===== src/rtl/uart_cmd_ctrl.sv =====
// Host command sequencer: UART RX frame (opcode + 32-bit LE argument) -> core mailbox -> LSB-first UART TX response.
// Optional inter-byte receive timeout enabled by defining UART_CMD_TIMEOUT_EN.
module uart_cmd_ctrl #(
  parameter int NUM_OPS     = 8,
  parameter int RSP_WORDS   = 2,
  parameter int TIMEOUT_CYC = 100000
) (
  input  logic        clk,
  input  logic        Rst,
  input  logic [7:0]  rx_data,
  input  logic        rx_valid,
  output logic [7:0]  tx_data,
  output logic        tx_start,
  input  logic        tx_busy,
  output logic [7:0]  cmd_op,
  output logic [31:0] cmd_arg,
  output logic        cmd_valid,
  input  logic        cmd_ready,
  input  logic [31:0] rsp_data,
  input  logic        rsp_valid,
  output logic        rsp_ready,
  output logic        busy,
  output logic        err,
  output logic        overrun
);

  typedef enum logic [2:0] {IDLE, GET_ARG, ISSUE, WAIT_RSP, SEND, DRAIN} state_t;

  localparam logic [8:0] OP_LIMIT  = 9'(NUM_OPS);
  localparam logic [3:0] LAST_WORD = 4'(RSP_WORDS - 1);

  state_t      state;
  logic [1:0]  byte_cnt;  // argument byte in GET_ARG, response byte in SEND
  logic [3:0]  word_cnt;
  logic [31:0] shift;
  logic        guard;
  logic        tx_free;

`ifdef UART_CMD_TIMEOUT_EN
  localparam int            TW       = $clog2(TIMEOUT_CYC + 1);
  localparam logic [TW-1:0] TMO_LAST = TW'(TIMEOUT_CYC - 1);
  logic [TW-1:0] tmo_cnt;
`endif

  // NOTE: tx_busy only rises the cycle after tx_start, so the guard masks that stale low cycle.
  assign tx_free = !tx_busy && !guard;

  // NOTE: all state is updated with non-blocking assignments so every branch reads pre-edge values.
  always_ff @(posedge clk or posedge Rst) begin
    if (Rst) begin
      state     <= IDLE;
      byte_cnt  <= 2'd0;
      word_cnt  <= 4'd0;
      shift     <= 32'd0;
      guard     <= 1'b0;
      tx_data   <= 8'd0;
      tx_start  <= 1'b0;
      cmd_op    <= 8'd0;
      cmd_arg   <= 32'd0;
      cmd_valid <= 1'b0;
      rsp_ready <= 1'b0;
      busy      <= 1'b0;
      err       <= 1'b0;
      overrun   <= 1'b0;
`ifdef UART_CMD_TIMEOUT_EN
      tmo_cnt   <= '0;
`endif
    end else begin
      tx_start <= 1'b0;
      err      <= 1'b0;
      guard    <= 1'b0;

      if (rx_valid && state != IDLE && state != GET_ARG)
        overrun <= 1'b1;

      case (state)
        IDLE: begin
          if (rx_valid) begin
            cmd_op   <= rx_data;
            byte_cnt <= 2'd0;
            busy     <= 1'b1;
            state    <= GET_ARG;
`ifdef UART_CMD_TIMEOUT_EN
            tmo_cnt  <= '0;
`endif
          end
        end

        GET_ARG: begin
          if (rx_valid) begin
            cmd_arg[8*byte_cnt +: 8] <= rx_data;
            byte_cnt <= byte_cnt + 2'd1;
`ifdef UART_CMD_TIMEOUT_EN
            tmo_cnt  <= '0;
`endif
            if (byte_cnt == 2'd3) begin
              if ({1'b0, cmd_op} < OP_LIMIT) begin
                cmd_valid <= 1'b1;
                state     <= ISSUE;
              end else begin
                err   <= 1'b1;
                busy  <= 1'b0;
                state <= IDLE;
              end
            end
          end
`ifdef UART_CMD_TIMEOUT_EN
          else if (tmo_cnt == TMO_LAST) begin
            err   <= 1'b1;
            busy  <= 1'b0;
            state <= IDLE;
          end else begin
            tmo_cnt <= tmo_cnt + TW'(1);
          end
`endif
        end

        ISSUE: begin
          if (cmd_ready) begin
            cmd_valid <= 1'b0;
            word_cnt  <= 4'd0;
            rsp_ready <= 1'b1;
            state     <= WAIT_RSP;
          end
        end

        WAIT_RSP: begin
          if (rsp_valid && rsp_ready) begin
            rsp_ready <= 1'b0;
            state     <= SEND;
            // Start byte 0 straight from the bus when the transmitter is free.
            if (tx_free) begin
              tx_start <= 1'b1;
              tx_data  <= rsp_data[7:0];
              shift    <= {8'h00, rsp_data[31:8]};
              guard    <= 1'b1;
              byte_cnt <= 2'd1;
            end else begin
              shift    <= rsp_data;
              byte_cnt <= 2'd0;
            end
          end
        end

        SEND: begin
          if (tx_free) begin
            tx_start <= 1'b1;
            tx_data  <= shift[7:0];
            shift    <= {8'h00, shift[31:8]};
            guard    <= 1'b1;
            byte_cnt <= byte_cnt + 2'd1;
            if (byte_cnt == 2'd3) begin
              if (word_cnt == LAST_WORD) begin
                state <= DRAIN;
              end else begin
                word_cnt  <= word_cnt + 4'd1;
                rsp_ready <= 1'b1;
                state     <= WAIT_RSP;
              end
            end
          end
        end

        DRAIN: begin
          if (tx_free) begin
            busy  <= 1'b0;
            state <= IDLE;
          end
        end

        default: begin
          busy  <= 1'b0;
          state <= IDLE;
        end
      endcase
    end
  end

endmodule


===== config.mk =====
export PLATFORM = sky130hd
export DESIGN_NAME = uart_cmd_ctrl
export DESIGN_NICKNAME = d
export VERILOG_FILES = /design/src/rtl/uart_cmd_ctrl.sv
export SDC_FILE = /design/constraint.sdc
export NUM_CORES = 1
export LEC_CHECK = 0
export ABC_AREA = 1
export ABC_CLOCK_PERIOD_IN_PS = 2780
export CAP_MARGIN = 20
export CORE_ASPECT_RATIO = 1.25
export CORE_MARGIN = 5
export CORE_UTILIZATION = 35
export DETAILED_ROUTE_END_ITERATION = 7
export PLACE_DENSITY = 0.61
export SYNTH_ARGS = -nofsm -noshare
export SYNTH_HDL_FRONTEND = slang
export SYNTH_SLANG_ARGS = --single-unit

===== constraint.sdc =====
create_clock -name clk -period 2.78 [get_ports clk]
set_input_delay 0.417 -clock clk [delete_from_list [all_inputs] [get_ports clk]]
set_output_delay 0.417 -clock clk [all_outputs]
set_load 0.005 [all_outputs]

==> metrics.txt, run 1 <==
status completed; fin cells approximately 920; CTS tree done; CP Launch Type flop; number of synthesized flops with an enable pin 0; Seq cells post-synth 95; Synthesized Nets roughly 700; Main synth FF type dfrtp_1; Die ar. around 17000 um2; RR Startpoint state[0]; Iteration-0 DRC Markers 316; combinational share of power between 30% and 40%; Root Buffer clkbuf_16; hold_buf cts 0; Post-Synth Simple-Gate Area 32.2%; Crit path max-delay family compound AO/OA/AOI/OAI gates; antenna violations before repair 0; mux share of post-synthesis cell area 0.222%; Synth Area in Compound Gates ~12%; crit path buf inv count 2; CTS buffer count 9; largest net degree at the start of global routing between 90 and 100; CTS resizes 0; worst min-delay path class flop to flop; Synth area leaders dfrtp_1, nand2_1, o21ai_0; Final Hold Vio Count 0; max incr delay on CP 760 ps; Worst path slowest cell o21ai_4; global-route wire length before repair between 20000 and 25000 um; clock latency on the worst-skew pair roughly 340 ps; worst slew pin tran 880 ps; Post-synth ARST share between 90% and 100%; share of cells above drive strength 1 between 9 and 10%; Synth Area in Adders 1.97%; Power Dens Cells 893 nW/um2; # nets final 790; IO Port Bufs 99; GR peak layer met2; Post-Syn Area about 5100 um2; Fillers between 1000 and 1500; ANT nets after route 0; Ys Warns 0; Layout area overhead 27.5%; global placer's final weighted congestion roughly 0.87; Core Region ~14000 um2; Hold Path Origin overrun; maximum vdd drop 0.000386 V; clock power share 23.7%; largest family of logic cells by synthesized area simple AND/OR/NAND/NOR gates; crit path max fanout 34; Critical Path End Type flop; Sw Ratio between 30% and 40%; # DRC 0; register area between 2000 and 2500 um2; htree depth 3; Final Max Tran Viols 0; CTS sink cnt between 90 and 100; Clock Skews between 10 and 15 ps; Avg Vias per Cell about 5.0; Die W between 100 and 150 um; Avg Inst Size Synth ~7.8 um2; Int Pwr between 3000 and 4000 uW; GR Util met1 20.4%; grt total ovfl 0; Yosys cell types 31; cell mode on critical path nand2_1; area leader, netlist dfrtp_1; WS Path Type flop to flop; GRT Total Usage 15.9%; sequential power share 37.6%; Clock transition at path regs approximately 70 ps; met2 Use GR a little over a quarter; register area share after synthesis approximately 47%; WP data arrival between 2000 and 3000 ps; xor/xnor cell area share of the yosys netlist less than 1%; Die Height roughly 140 um; min Tclk post-route between 2000 and 2500 ps; num ports 100; initial core utilization about 36%; final setup fails 0; GR Layer Usage met3 between 3 and 4%; Inst Count DP between 900 and 1000; synth cell count leaders nand2_1, dfrtp_1, nor2_1; Psw roughly 2200 uW; Slew HR 41.1%; post-CTS setup buffers 0; wire length per cell 14.6 um; # diodes 0; critical path, cell by cell nor2_4, nand2_4, inv_2, o21ai_4, inv_4, nand2_1, nand2_1; Max Fclk ~420 MHz; max-cap violations 0; vias around 4600; area of the multi-input gates 2360 um2; HPWL Detailed just under 10000 um; top cell type's share of synthesized area between 40 and 50%; Cell Rows 49; Fin Setup TNS 0 ps; number of global-route vias before repair roughly 4500; worst path required time about 3000 ps; synthesized instance count 650; top-count cell post-synth nand2_1; Leakage Power around 0.0031 uW; RSZ-0062 raised after global routing no; Critical Path Start state[0]; Pre-antenna DRT Iters 4; fin crit share 86.0%; Clock Path Buffers 2; WL final between 10000 and 15000 um
sequential cells by signal, summed over array words and instances, names as in the netlist:
| name | flops |
|---|---|
| rsp_ready | 1 |
| word_cnt | 4 |
| byte_cnt | 2 |
| overrun | 1 |
| shift | 32 |
| guard | 1 |
| busy | 1 |
| cmd_valid | 1 |
| cmd_op | 8 |
| tx_data | 8 |
| state | 3 |
| cmd_arg | 32 |
| err | 1 |
path summary, 6_finish.rpt:
path,end,slack (ps),cells past startpoint
setup / recovery,shift[15],390,7
hold / removal,overrun,480,1
setup reg to reg,shift[15],390,7
hold reg to reg,overrun,480,1
max in group asynchronous,shift[0],1770,3
min in group asynchronous,cmd_arg[30],550,3
through the flow:
step / hold WS (ps) / power, uW / worst slack [ps] / util, % / cell area, um2
2_1_floorplan: 449 / 3580 / 954 / - / 5080
3_3_place_gp: 463 / 4410 / 446 / 43.0 / 6140
3_5_place_dp: 466 / 4460 / 370 / 43.0 / 6140
4_1_cts: 484 / 5850 / 368 / 45.3 / 6470
5_1_grt: 498 / 6220 / 138 / 45.3 / 6470
6_report: 482 / 5780 / 390 / 45.3 / 6470
layer usage:
| layer | part of all wire, % | vias to the layer above |
|---|---|---|
| met5 | 0 | - |
| met2 | 51 | 118 |
| met3 | 4.2 | 11 |
| met4 | 1.0 | 0 |
| li1 | - | 2255 |
| met1 | 44 | 2168 |
power groups by stage:
| stage | sequential, uW | clock (uW) | combinational (uW) |
|---|---|---|---|
| 2_1_floorplan | 2120 | 0 | 1460 |
| 6_report | 2180 | 1370 | 2230 |
| 3_5_place_dp | 2200 | 0 | 2260 |
| 5_1_grt | 2240 | 1460 | 2520 |
| 4_1_cts | 2180 | 1410 | 2270 |
| 3_3_place_gp | 2190 | 0 | 2220 |
cells by family (layout without fill, tap and decap cells):
kind of cell,Yosys count,in the layout
flops,95,95
compound gates,96,96
fa+ha+maj,8,8
mux,1,1
xor+xnor,1,1
simple gates,385,385
buf+inv,64,155
cell type report:
type	count	area share [%]
clock buffer	10	3.54
clock inverter	6	1.51
inverter	35	2.17
multi-input combinational	491	36.5
sequential	95	36.7
tap	178	3.44
timing repair buffer	104	16.1
cells in the final DEF (no fill, tap or decap), drive strengths merged, types with 3 or more instances in the layout:
master,n
buf,5
clkdlybuf4s50,99
a31oi,17
nand2,274
dfrtp,95
o21ai,74
clkbuf,10
nor2,60
nand3,44
nand4,3
ha,8
inv,38
Note: power is estimated with default switching activity, not from simulation.
==> inputs of run 2 (changes only) <==
ABC_AREA = default   (was 1)
PLACE_DENSITY = 0.62   (was 0.61)
==> metrics.txt, run 2 <==
status completed; combinational share of power 38.6% (about the same); Seq cells post-synth 95 (unchanged); instance area at placement 5850 um2 (-4.7%); global-route wire length before repair 20900 um (-6.8%); CP Depth 5 (-2); Post-synth ARST share 100% (unchanged); Core Region 13200 um2 (-7.8%); antenna violations before repair 0 (unchanged); crit path buf inv count 1 (-1); WHS Endpoint shift[15]; htree depth 3 (unchanged); Crit path max-delay family simple AND/OR/NAND/NOR gates; crit path max fanout 45 (+32%); post-CTS setup buffers 0 (unchanged); WP data arrival 2410 ps (-210 ps); path depth of the worst reg2reg path 5 (-2); synthesized instance count 482 (-26%); worst path required time 3010 ps (about the same); Iteration-0 DRC Markers 227 (-28%); largest net degree at the start of global routing 58 (-40%); number of synthesized flops with an enable pin 0 (unchanged); Clock Path Buffers 2 (unchanged); register area share after synthesis 51.0% (+4.1 points); HPWL Detailed 8910 um (-7.5%); Worst path slowest cell or3b_2; IO Port Bufs 99 (unchanged); Layout area overhead 31.8%; final instance area 6150 um2 (-4.9%); Ys Warns 0 (unchanged); Synthesized Nets 536 (-24%); max incr delay on CP 710 ps (-50 ps); Avg Inst Size Synth 9.68 um2 (+24%); CP Launch Type flop; Avg Vias per Cell 5.15 (+4.0%); Die Height 139 um (-3.8%); Synth area leaders dfrtp_1, nand2_1, a311oi_1; Critical Path End Type flop; Int Pwr 3850 uW (+6.8%); Final Hold Vio Count 0 (unchanged); initial core utilization 35.4% (-0.097 points); Final Max Tran Viols 0 (unchanged); vias 3890 (-15%); Setup Slack @ Placement 597 ps (+227 ps); synth cell count leaders nand2_1, dfrtp_1, o21ai_0; top-count cell post-synth nand2_1; hold_buf cts 0 (unchanged); Sw Ratio 33.4% (-4.2 points); Slew HR 47.4% (+6.3 points); commonest non-fill, non-tap cells in the layout nand2_1, clkdlybuf4s50_1, dfrtp_1; WL final 12400 um (-7.1%); GRT Total Usage 16.3% (+0.42 points); CTS buffer count 9 (unchanged); biggest regs cmd_arg (32), shift (32); Cell Rows 47 (-4.1%); Leakage Power 0.00279 uW (-11%); # diodes 0 (unchanged); Psw 1930 uW (-11%); Die ar. 15800 um2 (-7.4%); clock latency on the worst-skew pair 340 ps (about the same); maximum vdd drop 0.000441 V (+14%); hold path depth 1 (unchanged); area leader, netlist dfrtp_1; clock power share 21.6% (-2.1 points); Hold Path Origin shift[15]; Clock Skews 7.19 ps (-4.40 ps); CTS resizes 0 (unchanged); Power Dens Cells 939 nW/um2 (+5.2%); global placer's final weighted congestion 0.831 (-4.5%); Main synth FF type dfrtp_1; share of cells above drive strength 1 11.3% (+2.3 points); Clock transition at path regs 70 ps (about the same); CTS sink cnt 95 (unchanged); fin crit share 78.4% (-7.6 points); Yosys cell types 56 (+81%); final core occ 46.7% (+1.4 points); num ports 100 (unchanged); R2R Setup Slk 600 ps (+210 ps); grt total ovfl 0 (unchanged); worst slew pin tran 788 ps (-92.8 ps); ANT nets after route 0 (unchanged); worst min-delay path class flop to flop; wire length per cell 16.5 um (+13%); RR Endpoint shift[6]; max-cap violations 0 (unchanged); commonest non-fill, non-tap cell in the layout nand2_1; WS Path Type flop to flop; RR Startpoint state[2]; Post-Syn Area 4670 um2 (-8.0%); Root Buffer clkbuf_16; Pre-antenna DRT Iters 4 (unchanged); # DRC 0 (unchanged); Fin Setup TNS 0 ps (unchanged); sequential power share 39.8% (+2.2 points); RSZ-0062 raised after global routing no; CTS tree done; Die W 113 um (-3.8%); Setup WS post-layout 602 ps (+212 ps); final setup fails 0 (unchanged); top cell type's share of synthesized area 51.0% (+4.1 points); number of global-route vias before repair 3993 (-11%); critical path, cell by cell or3b_2, buf_12, nor2_1, a311oi_1, a21o_1; # nets final 633 (-20%); min Tclk post-route 2180 ps (-212 ps); Max Fclk 459 MHz (+9.7%)
==> run 2: worst register-to-register path, delay by kind of cell (launching register included) <==
family,cells,cell delay [ps]
compound gates,2,260
buf+inv,1,270
simple gates,2,890
flops,1,660
==> run 2: worst max-delay path by stage <==
stage	start	to	slack, ps
3_5_place_dp	state[2]	shift[6]	600
2_1_floorplan	byte_cnt[0]	cmd_arg[18]	1030
5_1_grt	state[2]	shift[6]	510
4_1_cts	state[2]	shift[6]	600
3_3_place_gp	state[2]	shift[6]	610
6_report	state[2]	shift[6]	600
==> run 2: kinds of logic after synthesis <==
logic type,Yosys count,share of synthesized area [%]
compound gates,118,18.4
xor+xnor,1,0.188
fa+ha+maj,8,2.15
buf+inv,37,4.48
flops,95,51.0
mux,17,4.10
simple gates,206,19.7
==> run 2: power by group through the flow <==
stage	combinational [uW]	sequential [uW]	clock (uW)
6_report	2230	2300	1250
5_1_grt	2480	2380	1340
4_1_cts	2260	2300	1280
3_5_place_dp	2250	2310	0
3_3_place_gp	2200	2310	0
2_1_floorplan	1280	2270	0
==> run 2: final cells by class <==
type / instances / area, um2
fill: 1296 / 7020
sequential: 95 / 2380
multi-input combinational: 350 / 2090
timing repair buffer: 113 / 1130
clock buffer: 10 / 229
tap: 171 / 214
clock inverter: 6 / 68.8
inverter: 10 / 41.3
==> run 2: metrics by stage <==
step	total power, uW	std cells	hold WS [ps]
final	5780	755	483
after floorplan	3550	482	450
after CTS	5850	755	485
after global routing	6200	755	497
after global placement	4520	739	458
after detailed placement	4560	739	466
==> run 2: routing by layer <==
metal	vias to the layer above	GRT usage, %	routed length, um
met1	1907	21.3	5500
met5	-	0	0
met3	9	4.32	767
li1	1863	-	-
met2	111	26.7	6030
met4	0	4.43	132
